## src/rtl/semaforo_pkg.sv

```systemverilog
// Shared light codes and state encodings for the semaforo lamp driver.
package semaforo_pkg;
    localparam logic [1:0] LUZ_VERDE   = 2'b11;
    localparam logic [1:0] LUZ_AMARELO = 2'b10;

    localparam logic [1:0] PED_STOP  = 2'd0;
    localparam logic [1:0] PED_WALK  = 2'd1;
    localparam logic [1:0] PED_CLEAR = 2'd2;

    localparam logic [0:0] ST_NORMAL = 1'b0;
    localparam logic [0:0] ST_FAULT  = 1'b1;

    // Codes 00 and 01 both mean red.
    function automatic logic is_red(input logic [1:0] c);
        return !c[1];
    endfunction
endpackage

```

## src/rtl/semaforo_lamp_driver_blink_gen.sv

```systemverilog
// Free-running blink source: tick on counter wrap, phase toggles per tick.
module blink_gen #(
    parameter int BLINK_HALF = 25_000_000
) (
    input  logic clk,
    input  logic rst,
    output logic tick,
    output logic phase
);
    localparam int CW = (BLINK_HALF > 1) ? $clog2(BLINK_HALF) : 1;

    logic [CW-1:0] cnt;

    assign tick = (cnt == CW'(BLINK_HALF - 1));

    always_ff @(posedge clk or posedge rst) begin
        if (rst) begin
            cnt   <= '0;
            phase <= 1'b1;
        end else if (tick) begin
            cnt   <= '0;
            phase <= ~phase;
        end else begin
            cnt   <= cnt + 1'b1;
        end
    end
endmodule

```

## src/rtl/semaforo_lamp_driver.sv

```systemverilog
// Lamp driver for the semaforo FSM with a latching conflict monitor.
module semaforo_lamp_driver
    import semaforo_pkg::*;
#(
    parameter int BLINK_HALF   = 25_000_000,
    parameter int CLEAR_BLINKS = 3,
    parameter int FAULT_CYCLES = 4
) (
    input  logic       clk,
    input  logic       rst,
    input  logic [1:0] c1,
    input  logic [1:0] c2,
    input  logic       p1,
    input  logic       p2,
    output logic       r1,
    output logic       y1,
    output logic       g1,
    output logic       r2,
    output logic       y2,
    output logic       g2,
    output logic       pr1,
    output logic       pg1,
    output logic       pr2,
    output logic       pg2,
    output logic       fault
);
    localparam int FW = $clog2(FAULT_CYCLES + 1);
    localparam int TW = $clog2(2 * CLEAR_BLINKS + 1);

    logic [1:0]    c1_q, c2_q;
    logic          p1_q, p2_q;
    logic          tick, phase, phase_nxt;
    logic          conflict;
    logic [FW-1:0] fcnt, fcnt_nxt;
    logic [0:0]    st;
    logic          fault_nxt;
    logic [1:0]    p_v, pr_v, pg_v;

    blink_gen #(.BLINK_HALF(BLINK_HALF)) u_blink (
        .clk  (clk),
        .rst  (rst),
        .tick (tick),
        .phase(phase)
    );

    always_ff @(posedge clk or posedge rst) begin
        if (rst) begin
            c1_q <= '0;
            c2_q <= '0;
            p1_q <= 1'b0;
            p2_q <= 1'b0;
        end else begin
            c1_q <= c1;
            c2_q <= c2;
            p1_q <= p1;
            p2_q <= p2;
        end
    end

    // Lamp registers load from next-state values so they line up with fault.
    assign phase_nxt = phase ^ tick;
    assign conflict  = (!is_red(c1_q) && !is_red(c2_q)) ||
                       (p1_q && !is_red(c1_q)) || (p2_q && !is_red(c2_q));

    always_comb begin
        fcnt_nxt = '0;
        if (conflict)
            fcnt_nxt = (fcnt == FW'(FAULT_CYCLES)) ? fcnt : fcnt + 1'b1;
    end

    assign fault_nxt = (st == ST_FAULT) || (fcnt_nxt == FW'(FAULT_CYCLES));
    assign fault     = (st == ST_FAULT);

    always_ff @(posedge clk or posedge rst) begin
        if (rst) begin
            fcnt <= '0;
            st   <= ST_NORMAL;
            r1 <= 1'b1; y1 <= 1'b0; g1 <= 1'b0;
            r2 <= 1'b1; y2 <= 1'b0; g2 <= 1'b0;
        end else begin
            fcnt <= fcnt_nxt;
            st   <= fault_nxt ? ST_FAULT : ST_NORMAL;
            if (fault_nxt) begin
                r1 <= 1'b0; y1 <= phase_nxt; g1 <= 1'b0;
                r2 <= 1'b0; y2 <= phase_nxt; g2 <= 1'b0;
            end else begin
                r1 <= is_red(c1_q); y1 <= (c1_q == LUZ_AMARELO); g1 <= (c1_q == LUZ_VERDE);
                r2 <= is_red(c2_q); y2 <= (c2_q == LUZ_AMARELO); g2 <= (c2_q == LUZ_VERDE);
            end
        end
    end

    assign p_v = {p2_q, p1_q};

    for (genvar i = 0; i < 2; i++) begin : g_ped
        logic [1:0]    pst, pst_nxt;
        logic [TW-1:0] tcnt, tcnt_nxt;
        logic          pr_q, pg_q;

        // Ticks coinciding with CLEAR entry are not counted: WALK does not look at tick.
        always_comb begin
            pst_nxt  = pst;
            tcnt_nxt = tcnt;
            if (fault_nxt) begin
                pst_nxt = PED_STOP;
            end else begin
                case (pst)
                    PED_STOP:  if (p_v[i]) pst_nxt = PED_WALK;
                    PED_WALK:  if (!p_v[i]) begin
                                   pst_nxt  = PED_CLEAR;
                                   tcnt_nxt = '0;
                               end
                    PED_CLEAR: if (p_v[i]) begin
                                   pst_nxt = PED_WALK;
                               end else if (tick) begin
                                   if (tcnt == TW'(2 * CLEAR_BLINKS - 1)) pst_nxt = PED_STOP;
                                   else tcnt_nxt = tcnt + 1'b1;
                               end
                    default:   pst_nxt = PED_STOP;
                endcase
            end
        end

        always_ff @(posedge clk or posedge rst) begin
            if (rst) begin
                pst  <= PED_STOP;
                tcnt <= '0;
                pr_q <= 1'b1;
                pg_q <= 1'b0;
            end else begin
                pst  <= pst_nxt;
                tcnt <= tcnt_nxt;
                pr_q <= (pst_nxt == PED_STOP);
                pg_q <= (pst_nxt == PED_WALK) || ((pst_nxt == PED_CLEAR) && phase_nxt);
            end
        end

        assign pr_v[i] = pr_q;
        assign pg_v[i] = pg_q;
    end

    assign pr1 = pr_v[0];
    assign pg1 = pg_v[0];
    assign pr2 = pr_v[1];
    assign pg2 = pg_v[1];
endmodule
```

## config.mk

```make
export PLATFORM = sky130hd
export DESIGN_NAME = semaforo_lamp_driver
export DESIGN_NICKNAME = d
export VERILOG_FILES = /design/src/rtl/semaforo_pkg.sv /design/src/rtl/semaforo_lamp_driver_blink_gen.sv /design/src/rtl/semaforo_lamp_driver.sv
export SDC_FILE = /design/constraint.sdc
export NUM_CORES = 1
export LEC_CHECK = 0
export CAP_MARGIN = 25
export CORE_ASPECT_RATIO = 1.4
export CORE_MARGIN = 2
export CORE_UTILIZATION = 24
export CTS_BUF_LIST = sky130_fd_sc_hd__clkbuf_8 sky130_fd_sc_hd__clkbuf_16
export CTS_CLUSTER_DIAMETER = 30
export CTS_CLUSTER_SIZE = 14
export DETAILED_ROUTE_END_ITERATION = 8
export PLACE_DENSITY_LB_ADDON = 0.08
export SETUP_SLACK_MARGIN = 0.15
export SLEW_MARGIN = 20
export SYNTH_ARGS = -nofsm -noshare
export SYNTH_HDL_FRONTEND = slang
export SYNTH_HIERARCHICAL = 1
export SYNTH_SLANG_ARGS = --single-unit
```

## constraint.sdc

```tcl
create_clock -name clk -period 3.5 [get_ports clk]
set_clock_uncertainty 0.2 [all_clocks]
set_input_delay 0.525 -clock clk [delete_from_list [all_inputs] [get_ports clk]]
set_output_delay 0.525 -clock clk [all_outputs]
set_load 0.01 [all_outputs]
```

# Yosys cells after proc, flatten, opt, wreduce, memory -nomap -nowiden
# Index checks and enable logic that the tools add are counted.
dict set report totals {
  ff_bits 56
  output_inout_bits 11
}
dict set report classes {
  n_addsub 4
  n_eq_ne 25
  mux 34
  bitwise_logic 3
  n_reduce_logical 20
}
# operator count
set op_table {}
lappend op_table {{two-way mux 3 bit} 10}
lappend op_table {{adder 25 x 1 -> 25 bit, second input constant} 1}
lappend op_table {{equality test 25 bit, second input constant} 1}
lappend op_table {{two-way mux 25 bit} 1}
lappend op_table {{two-way mux 2 bit} 12}
lappend op_table {{equality test 2 bit, second input constant} 8}
lappend op_table {{inequality test 2 bit, second input constant} 8}
lappend op_table {{equality test 3 bit, second input constant} 4}
lappend op_table {{one-hot mux 2 bit (3 select lines)} 2}
lappend op_table {{one-hot mux 3 bit (2 select lines)} 2}
lappend op_table {{AND reduction 6 bit} 2}
lappend op_table {{adder 3 x 1 -> 3 bit, second input constant} 3}
lappend op_table {{equality test 2 x 1 -> 1 bit, second input constant} 4}
lappend op_table {{zero test 2 bit} 4}
lappend op_table {{two-way mux 1 bit} 7}
lappend op_table {{logical AND 1 bit} 5}
lappend op_table {{logical OR 1 bit} 5}
lappend op_table {{nonzero test 2 bit} 2}
lappend op_table {{zero test 1 bit} 2}
lappend op_table {{inverter 1 bit} 2}
lappend op_table {{bitwise XOR 1 bit} 1}

# Longest topological paths before layout
dict set report depth {
  ltp_word 10
  mapped_depth 10
  depth_no_buf 9
}

# By module
# The synthesis kept the hierarchy.
# module instances cells_each area_per_inst_um2 seq_area_each_um2
set by_module_without_submodules {}
lappend by_module_without_submodules {semaforo_lamp_driver 1 118 1320.0 755.7}
lappend by_module_without_submodules {blink_gen 1 128 1315.0 651.9}

# Least setup slack after synthesis
# OpenSTA, ideal clock, no wires.
dict set report synth_timing {
  kind {register -> register}
  start {register u_blink.cnt[6]}
  end {register g_ped[1].tcnt[2]}
  t_arrival_ns 2.265
  required_time_ns 3.179
  setup_slack_ns 0.914
  stages_incl_launch_ff 8
  n_path_buf 0
  path_cell_list {dfrtp_1 nor4b_1 nand4_1 nor3_1 a31oi_1 a311oi_2 o21ai_1 a22o_1}
}
dict set report synth_via {
  elab_chain_len 3
}
# item line
set synth_rtl {}
lappend synth_rtl {{start, declared} semaforo_lamp_driver_blink_gen.sv:12} ;# logic [CW-1:0] cnt;
lappend synth_rtl {{start signal, assigned} semaforo_lamp_driver_blink_gen.sv:24} ;# cnt <= cnt + 1'b1;
lappend synth_rtl {{equality test 25 bit} semaforo_lamp_driver_blink_gen.sv:14} ;# assign tick = (cnt == CW'(BLINK_HALF - 1));
lappend synth_rtl {{net tick} semaforo_lamp_driver.sv:32} ;# logic tick, phase, phase_nxt;
lappend synth_rtl {{inequality test 2 bit (no source line)} n/a}
lappend synth_rtl {{AND reduction 6 bit (no source line)} n/a}
lappend synth_rtl {{end signal, assigned} semaforo_lamp_driver.sv:132} ;# tcnt <= tcnt_nxt;
lappend synth_rtl {{end, declared} semaforo_lamp_driver.sv:97} ;# logic [TW-1:0] tcnt, tcnt_nxt;
# The timed path passes the listed nets, and every way through them passes these cells.
# A chain may end at the register's enable or synchronous reset.

# Worst setup path in the final report
# Same ends and word-level chain as after synthesis.

==> results by group <==
GRT
  – Number of global-route vias before repair: 1985
  – Pin count of the biggest net entering global routing: 31
  – Global-route wire length before repair: 10050 um
  – Initial antenna violation count: 0
  – Tot GR Track Use: 0.1087
  – Total grt overflow: 0

Clocking
  – Clock Latency Late Sink: 0.30 ns
  – Clk buf depth: 2
  – CTS tree: built
  – Reg clk slew, reported paths: 0.08 ns
  – CTS H-tree depth: 2
  – CTS Root Cell: clkbuf_16
  – Post-cts resize count: 0
  – Sink Count: 56
  – Hold-fix buffers, CTS: 0
  – TritonCTS Buffers: 5
  – Setup bufs post-CTS: 0

Routing
  – Max Used Layer: met4
  – Number of nets with antenna violations after routing: 0
  – Drt initial violations: 86
  – Met3 Routed Length: 136 um
  – DRT met1 WL: 2382 um
  – Vias/cell: 4.554
  – Vias: 1881
  – Routed wire per std cell: 14.46 um
  – Met2 routed WL: 3323 um
  – DR DRC count: 0
  – Detailed Routing Iterations Pass 1: 4
  – WL final: 5973 um

Finish
  – Share of cells above drive strength 1: 0.1213
  – Layout Cells excl Fill: 413
  – Fillers: 1107
  – Multi-input logic area: 0.001147 sq mm
  – Ant diodes: 0
  – Util after Layout: 0.2926
  – Area growth syn-to-layout: 19.42%
  – Reg area: 0.001408 sq mm
  – Nets: 286

Synthesis
  – Yosys cell types: 44
  – Largest cells by area after synthesis: dfrtp_1 48%, dfstp_2 5.0%, ha_1 3.3%
  – Synth area leader: dfrtp_1
  – Sequential share of the synthesized area: 0.5342
  – Top-area cell type share of the netlist area: 0.4843
  – Synthesized flop and latch total: 56
  – Syn Nets: 261
  – Avg Cell Area, Syn: 10.71 sq um
  – Mapped cell area: 0.002635 sq mm
  – Synthesized netlist cell count: 246
  – Synth warnings: 6

STA
  – Fmax: 365.9 MHz
  – Tcrit/Tclk final: 0.7808
  – Hold WS: 0.2493 ns
  – Max-slew violations: 0
  – RSZ-0062 raised after global routing: no
  – TNS Setup: 0 ns
  – Slew @ Worst Pin: 0.5977 ns
  – Final Setup Violations: 0
  – Relative slew margins: 0.5987
  – Min Tclk post-route: 2.733 ns
  – Hold Violations, Final: 0

Worst setup path
  – CP Max Fanout: 7
  – CP Class: register to register
  – Setup crit start: u_blink/cnt[6]
  – FF-to-FF Start: u_blink/cnt[6]
  – Critical Path End Type: register
  – CP Data Required Time: 3.49 ns
  – Slowest CP cell: nor4b_1
  – Crit path cell chain: nor4b_1 > nand4_1 > nor3_1 > buf_4 > a31oi_1 > a311oi_2 > o21ai_1 > a22o_1
  – WP data arrival: 2.72 ns
  – Crit-path max cell delay: 0.47 ns
  – Worst r2r path cells: 8
  – Critical path launch point type: register
  – Reg-to-reg endpoint: g_ped[1].tcnt[2]
  – Register-to-register setup slack: 0.77 ns

Power
  – PwrDens: 522.2 mW/mm^2
  – Pleak: 1.319 nW
  – Peak VDD IR: 266.6 uV
  – Power, Total: 1.643 mW

Die
  – Core area: 0.01075 sq mm
  – Chip width: 92.56 um
  – # rows: 45
  – Starting density of the core: 0.2450
  – Total die area: 0.01185 sq mm
  – Boundary Pins: 19
  – Die H: 128.0 um

Placed design
  – Final Wtd Congestion: 0.7395
  – DP Wirelength: 4325 um
  – Placed cells: 405
  – Buffers on Ports: 18

Min path
  – Worst Hold Launch: c1_q[0]
  – Worst hold path endpoint: y1
  – Min-Delay Path Depth: 1
  – Hold Path Class: register to register

Run status
  – Status: completed

Flow run
  – Max-Cap Viols: 0
-- state kept, by name, indices dropped and copies added (netlist names) --
register,cells
y2,1
p2_q,1
r2,1
g_ped.tcnt,6
fault,1
c1_q,2
u_blink/cnt,25
pr1,1
fcnt,3
g_ped.pst,4
pg2,1
pg1,1
r1,1
u_blink/phase,1
c2_q,2
p1_q,1
y1,1
pr2,1
g2,1
g1,1
-- cell usage after synthesis --
master     number
dfstp_2         5
nand2b_1        3
a31oi_1         2
o21ai_1         4
nand4b_1        1
nor3b_1         1
and4bb_2        1
or4_4           1
or4_1           3
nand4_4         1
nor4b_1         1
and4_1          3
o21ai_0        14
o2bb2ai_1       1
xnor2_1         5
and3b_1         1
xor2_1          9
nand2_1        20
or3_1           5
o21a_1          3
and4_4          1
ha_1            7
clkinv_2        1
inv_1          13
a21oi_2         3
mux2i_1         2
nand4_1         4
and2_1          2
buf_2           3
buf_6           1
nor3_1          8
and3_1          5
nor2_1         17
a21oi_1        10
a22o_1          1
o31ai_1         6
dfrtp_1        51
nor2b_1         6
a311oi_2        2
or2_2           3
nand3_1        12
nor4_1          1
nor4_4          2
a31oi_4         1
-- cell type report --
class / count / area share
inverter: 14 / 0.01710
timing repair buffer: 22 / 0.06680
multi-input combinational: 172 / 0.3646
clock buffer: 5 / 0.03976
sequential: 56 / 0.4473
clock inverter: 3 / 0.008350
tap: 141 / 0.05606
-- cell families after synthesis --
| kind of cell | share of synthesized area |
|---|---|
| AO/OA/AOI/OAI | 0.1197 |
| XOR/XNOR | 0.04653 |
| adder cells (fa/ha/maj) | 0.03324 |
| buffers and inverters | 0.03039 |
| flip-flops | 0.5342 |
| multiplexers | 0.007598 |
| AND/OR/NAND/NOR | 0.2284 |
-- worst max-delay path by stage --
| stage | cells past startpoint | to |
|---|---|---|
| after floorplan | 7 | g_ped[1].tcnt[2] |
| after global placement | 9 | g_ped[0].tcnt[2] |
| after detailed placement | 8 | g_ped[1].tcnt[2] |
| after CTS | 8 | g_ped[1].tcnt[2] |
| after global routing | 8 | g_ped[1].tcnt[2] |
| final | 8 | g_ped[1].tcnt[2] |
-- critical path, delay by kind of cell (launching register included) --
| kind | cells | cell delay (ns) |
|---|---|---|
| AO/OA/AOI/OAI | 4 | 0.91 |
| AND/OR/NAND/NOR | 3 | 0.86 |
| flip-flops | 1 | 0.45 |
| buffers and inverters | 1 | 0.20 |
-- placed cells by master (no fill, tap or decap), types with 7 or more instances in the layout --
cell type        count
xor2_1               9
dfrtp_1             51
nor3_1               8
nand2_1             20
nor2_1              17
inv_1               13
ha_1                 7
clkdlybuf4s50_1     18
o21ai_0             14
nand3_1             12
a21oi_1             10
-- power breakdown --
group          internal, mW  leakage [nW]  switching (mW)  total, mW
combinational         0.157         0.522           0.175      0.332
sequential            0.732         0.723          0.0637      0.795
clock                 0.271        0.0744           0.244      0.515
total                  1.16          1.32           0.483       1.64
-- stage by stage --
| step | cell area [sq um] | setup slack [ns] |
|---|---|---|
| CTS | 3147 | 0.8481 |
| detailed placement | 2995 | 0.8595 |
| finish | 3147 | 0.7674 |
| global placement | 2995 | 0.9862 |
| floorplan | 2635 | 0.9140 |
| global route | 3147 | 0.6049 |
-- metal layers --
| metal | GRT usage | vias to the layer above |
|---|---|---|
| li1 | - | 921 |
| met1 | 0.1199 | 927 |
| met2 | 0.2031 | 24 |
| met3 | 0.02116 | 9 |
| met4 | 0.04126 | 0 |
| met5 | 0 | - |
Note: power is estimated with default switching activity, not from simulation.
